<file path="src/rtl/debounce_pkg.sv">
// Shared depth defaults and counter sizing for the input-conditioning blocks.
// Counter width covers the larger of the press/release depths without wrapping.
package debounce_pkg;

    localparam int DEFAULT_PRESS_DEPTH   = 15;
    localparam int DEFAULT_RELEASE_DEPTH = 15;
    localparam int DEFAULT_SYNC_STAGES   = 2;

    function automatic int max_depth(input int press_depth, input int release_depth);
        return (press_depth > release_depth) ? press_depth : release_depth;
    endfunction

    function automatic int cnt_width(input int press_depth, input int release_depth);
        return $clog2(max_depth(press_depth, release_depth) + 1);
    endfunction

endpackage

</file>
<file path="src/rtl/debounce_chan.sv">
// One debounce channel: synchroniser, run counter, registered level and edge pulses.
// Output changes SYNC_STAGES clocks plus D qualifying strobes after an input edge; no backpressure.
module debounce_chan
    import debounce_pkg::*;
#(
    parameter int PRESS_DEPTH   = DEFAULT_PRESS_DEPTH,
    parameter int RELEASE_DEPTH = DEFAULT_RELEASE_DEPTH,
    parameter int SYNC_STAGES   = DEFAULT_SYNC_STAGES
) (
    input  logic iclk,
    input  logic iReset,
    input  logic cle_i,
    input  logic d_i,
    output logic q_o,
    output logic rise_o,
    output logic fall_o,
    output logic busy_o
);

    localparam int CW = cnt_width(PRESS_DEPTH, RELEASE_DEPTH);
    localparam logic [CW-1:0] PRESS_LAST   = CW'(PRESS_DEPTH - 1);
    localparam logic [CW-1:0] RELEASE_LAST = CW'(RELEASE_DEPTH - 1);

    logic [SYNC_STAGES-1:0] sync_q;
    logic [SYNC_STAGES-1:0] sync_d;
    logic                   s;
    logic [CW-1:0]          cnt_q;
    logic [CW-1:0]          cnt_d;
    logic [CW-1:0]          last;
    logic                   q_q;
    logic                   q_d;
    logic                   rise_q;
    logic                   rise_d;
    logic                   fall_q;
    logic                   fall_d;

    assign sync_d = {sync_q[SYNC_STAGES-2:0], d_i};
    assign s      = sync_q[SYNC_STAGES-1];
    // Depth is chosen by the direction the output would move to.
    assign last   = s ? PRESS_LAST : RELEASE_LAST;

    always_comb begin
        cnt_d  = cnt_q;
        q_d    = q_q;
        rise_d = 1'b0;
        fall_d = 1'b0;
        if (cle_i) begin
            if (s == q_q) begin
                cnt_d = '0;
            end else if (cnt_q == last) begin
                cnt_d  = '0;
                q_d    = s;
                rise_d = s;
                fall_d = ~s;
            end else begin
                cnt_d = cnt_q + CW'(1);
            end
        end
    end

    always_ff @(posedge iclk) begin
        if (iReset) begin
            sync_q <= '0;
            cnt_q  <= '0;
            q_q    <= 1'b0;
            rise_q <= 1'b0;
            fall_q <= 1'b0;
        end else begin
            sync_q <= sync_d;
            cnt_q  <= cnt_d;
            q_q    <= q_d;
            rise_q <= rise_d;
            fall_q <= fall_d;
        end
    end

    assign q_o    = q_q;
    assign rise_o = rise_q;
    assign fall_o = fall_q;
    assign busy_o = (cnt_q != '0);

endmodule

</file>
<file path="src/rtl/debounce_bank.sv">
// NCH independent debounce channels sharing one sample strobe.
// Outputs registered inside each channel; no backpressure, strobe sets the time base.
module debounce_bank
    import debounce_pkg::*;
#(
    parameter int NCH           = 4,
    parameter int PRESS_DEPTH   = DEFAULT_PRESS_DEPTH,
    parameter int RELEASE_DEPTH = DEFAULT_RELEASE_DEPTH,
    parameter int SYNC_STAGES   = DEFAULT_SYNC_STAGES
) (
    input  logic           iclk,
    input  logic           iReset,
    input  logic           iCle,
    input  logic [NCH-1:0] ivD,
    output logic [NCH-1:0] ovQ,
    output logic [NCH-1:0] ovRise,
    output logic [NCH-1:0] ovFall,
    output logic [NCH-1:0] ovBusy
);

    for (genvar i = 0; i < NCH; i++) begin : g_chan
        debounce_chan #(
            .PRESS_DEPTH  (PRESS_DEPTH),
            .RELEASE_DEPTH(RELEASE_DEPTH),
            .SYNC_STAGES  (SYNC_STAGES)
        ) u_chan (
            .iclk  (iclk),
            .iReset(iReset),
            .cle_i (iCle),
            .d_i   (ivD[i]),
            .q_o   (ovQ[i]),
            .rise_o(ovRise[i]),
            .fall_o(ovFall[i]),
            .busy_o(ovBusy[i])
        );
    end

endmodule

</file>
<file path="config.mk">
export PLATFORM = sky130hd
export DESIGN_NAME = debounce_bank
export DESIGN_NICKNAME = d
export VERILOG_FILES = /design/src/rtl/debounce_pkg.sv /design/src/rtl/debounce_chan.sv /design/src/rtl/debounce_bank.sv
export SDC_FILE = /design/constraint.sdc
export NUM_CORES = 1
export LEC_CHECK = 0
export ABC_AREA = 1
export BUFFER_PORTS_ARGS = -buffer_cell sky130_fd_sc_hd__buf_4
export CAP_MARGIN = 15
export CORE_UTILIZATION = 56
export DETAILED_ROUTE_END_ITERATION = 8
export GPL_ROUTABILITY_DRIVEN = 0
export PLACE_DENSITY = 0.84
export SLEW_MARGIN = 20
export SYNTH_ARGS = -nofsm -noshare
export SYNTH_HDL_FRONTEND = slang
export SYNTH_SLANG_ARGS = --single-unit
</file>
<file path="constraint.sdc">
create_clock -name iclk -period 1.3 [get_ports iclk]
set_clock_uncertainty 0.05 [all_clocks]
set_input_delay 0.195 -clock iclk [delete_from_list [all_inputs] [get_ports iclk]]
set_output_delay 0.195 -clock iclk [all_outputs]
set_load 0.005 [all_outputs]
</file>
==> results.cfg <==
[floorplan]
die-area_um2 = 3380
io_pins = 23
rows = 20
initial_core_util_pct = 58.3
core_area_um2 = 3030
dieHeight_um = 58.1
die_w_um = 58.1

[clock_network]
cts_made_buffers = 5
clock_latency_ns = 0.34
clk_pin_slew_worst_paths_ns = 0.11
cts_tree = built
htreeDepth = 2
ctsLongestPathBuffers = 2
ctsRootBufferMaster = clkbuf_4
clock_sinks = 36

[routing]
drc = 0
viasPerCell = 5.08
antenna_left = 0
drt_pre_antenna_iters = 4
drt_iter0_markers = 106
routedWlPerCell_um = 12.4
num_vias = 1528
wl_um = 3730

[logic_synthesis]
synth.largest_area_cell = dfxtp_1
synth-edff-count = 0
syn_nets = 255
synth.distinct_cells = 19
ys_top_cells_by_count = nand2_1 (52), inv_1 (40), dfxtp_1 (36)
synthCells = 236
syn_avg_cell_area_um2 = 7.48
seq_area_frac_synth_pct = 40.8
async_flop_share_pct = 0
ys_top_cells_by_area = dfxtp_1 (41%), nand2_1 (11%), ha_1 (8.5%)
ys_warn_count = 0
netlist_area_um2 = 1770
yosysMostFrequentCell = nand2_1
yosysTopAreaCellShare_pct = 40.8
synth-seq-cells = 36
synth_ff_type = dfxtp_1

[sta]
worst_pin_slew_ns = 0.388
rsz0062_at_grt = yes
min_period_over_period_pct = 105
period_needed_ns = 1.37
fin_hold_ws_ns = 0.00269
slew-limit-headroom_pct = 74.1
maxSlewViolCount = 0
hold_violations = 0
max_freq_mhz = 730
setup_slack_ns = -0.0702
final-setup-viol-count = 1

[final_layout]
post-route-util_pct = 72.6
regArea_um2 = 739
area_growth_pct = 24.5
fin_nets = 276
diodes = 0
multiInputGateArea_um2 = 892
drive_gt1_share_pct = 36.6
nFillCells = 202

[setup_path]
r2r_start = g_chan[2].u_chan.cnt_q[1]
r2r-end = g_chan[2].u_chan.cnt_q[2]
cp.arrival_ns = 1.13
cp_slowest_stage_delay_ns = 0.35
cp-startpoint = g_chan[0].u_chan.cnt_q[0]
end_kind = primary output
worstPathRequired_ns = 1.05
start_kind = register
cp_max_fo = 2
critPathBufInv = 3
crit_family = flip-flops
crit_chain = inv_2 > buf_6 > ha_4 > nand2_2 > buf_6
reg2regPathDepth = 7
worstSetupPathType = reg2out
path_depth = 5
rrSetupSlack_ns = 0.05
critPathCapture = ovBusy[0]
slowest_stage = dfxtp_2
crit_top_cell = buf_6

[power]
irDropWorstVdd_mv = 0.476
p_leak_nw = 0.993
p_int_mw = 1.48
p_seq_share_pct = 57.8
comb_power_share_pct = 7.2
pwr-share-clk_pct = 34.9
p_sw_share_pct = 23.8
p_sw_mw = 0.463
power_mw = 1.95
cellPowerDensity_nw_per_um2 = 886

[global_route]
grt_pass1_vias = 1326
grt_pass1_wl_um = 5680
grt_max_degree = 17
grt_antenna_before_repair = 0
grt_overflow = 0
grt.total_usage_pct = 22.0

[job]
max_cap_viol_count = 0

[placed_design]
io_buffers = 22
dpl.hpwl_um = 2180

[run_status]
outcome = finished with violations
failed_checks = setup timing

[worst_hold_path]
hold_path_class = in2reg
[flip-flops by register name (all words and copies together), names as in the netlist]
name,flops
g_chan.u_chan.cnt_q,16
g_chan.u_chan.sync_q,8
g_chan.u_chan.fall_o,4
g_chan.u_chan.q_o,4
g_chan.u_chan.rise_o,4
[power groups by stage]
stage	clock, mW	sequential (mW)	combinational [mW]
after detailed placement	0	1.15	0.117
after global routing	0.730	1.13	0.154
after global placement	0	1.15	0.115
after CTS	0.675	1.12	0.126
final	0.680	1.13	0.141
after floorplan	0	1.15	0.0690
[cell families after synthesis]
group / count (synthesis) / share of synthesized area, %
AND/OR/NAND/NOR: 104 / 26.4
buffers and inverters: 62 / 17.2
flip-flops: 36 / 40.8
AO/OA/AOI/OAI: 18 / 5.10
adder cells (fa/ha/maj): 12 / 8.50
XOR/XNOR: 4 / 1.98
[metal layers]
layer / part of all wire [%] / vias to the layer above / GRT usage [%]
li1: - / 744 / -
met4: 2.7 / 0 / 9.52
met3: 4.3 / 14 / 5.58
met1: 44 / 722 / 26.4
met5: 0 / - / 0
met2: 49 / 48 / 37.3
[final cells by class]
type	instances	area share (%)
flip-flops and latches	36	33.7
clock buffers	7	2.96
repair buffers	35	12.8
multi-input cells	138	40.6
well taps	44	2.51
inverters	41	7.46
[worst min path at each step]
| stage | start | endpoint | slack, ns | cells past startpoint |
|---|---|---|---|---|
| CTS | ivD[2] | g_chan[2].u_chan.sync_q[0] | 0.004 | 3 |
| global route | ivD[3] | g_chan[3].u_chan.sync_q[0] | 0.007 | 3 |
| detailed placement | g_chan[1].u_chan.sync_q[0] | g_chan[1].u_chan.sync_q[1] | 0.35 | 2 |
| finish | ivD[3] | g_chan[3].u_chan.sync_q[0] | 0.003 | 3 |
| floorplan | ivD[0] | g_chan[0].u_chan.sync_q[0] | 0.25 | 2 |
| global placement | g_chan[2].u_chan.sync_q[0] | g_chan[2].u_chan.sync_q[1] | 0.34 | 2 |
[cell usage in the layout (no fill, tap or decap), drive strengths merged]
cell and n:
a21oi 12, buf 35, clkbuf 7, dfxtp 36
ha 12, inv 41, nand2 52, nand3 14
nand4 6, nor2 28, nor3 3, nor4 1
o21ai 6, xor2 4
[worst register-to-register path: stages (launching register included)]
cell and delay (ns):
dfxtp_4 0.37, buf_6 0.13, ha_4 0.16, nand3_4 0.09
inv_2 0.06, nor2_4 0.12, nand2_1 0.07, a21oi_1 0.13
[metrics by stage]
step | worst slack (ns) | setup TNS, ns | area, um2 | cells
floorplan | 0.115 | 0 | 1770 | 236
global placement | 0.139 | 0 | 1910 | 291
detailed placement | 0.0886 | 0 | 1910 | 291
CTS | -0.0613 | -0.0811 | 2080 | 301
global route | -0.113 | -0.244 | 2200 | 301
finish | -0.0702 | -0.0702 | 2200 | 301
[repair_timing]
item,in CTS,in global routing
endpoints found under the hold margin,0,0
pin swaps,6,13
endpoints found under the setup margin,4,23
hold buffers,0,0
buffers inserted,4,0
resized for setup,30,34
Power figures use the tool's default switching activity.
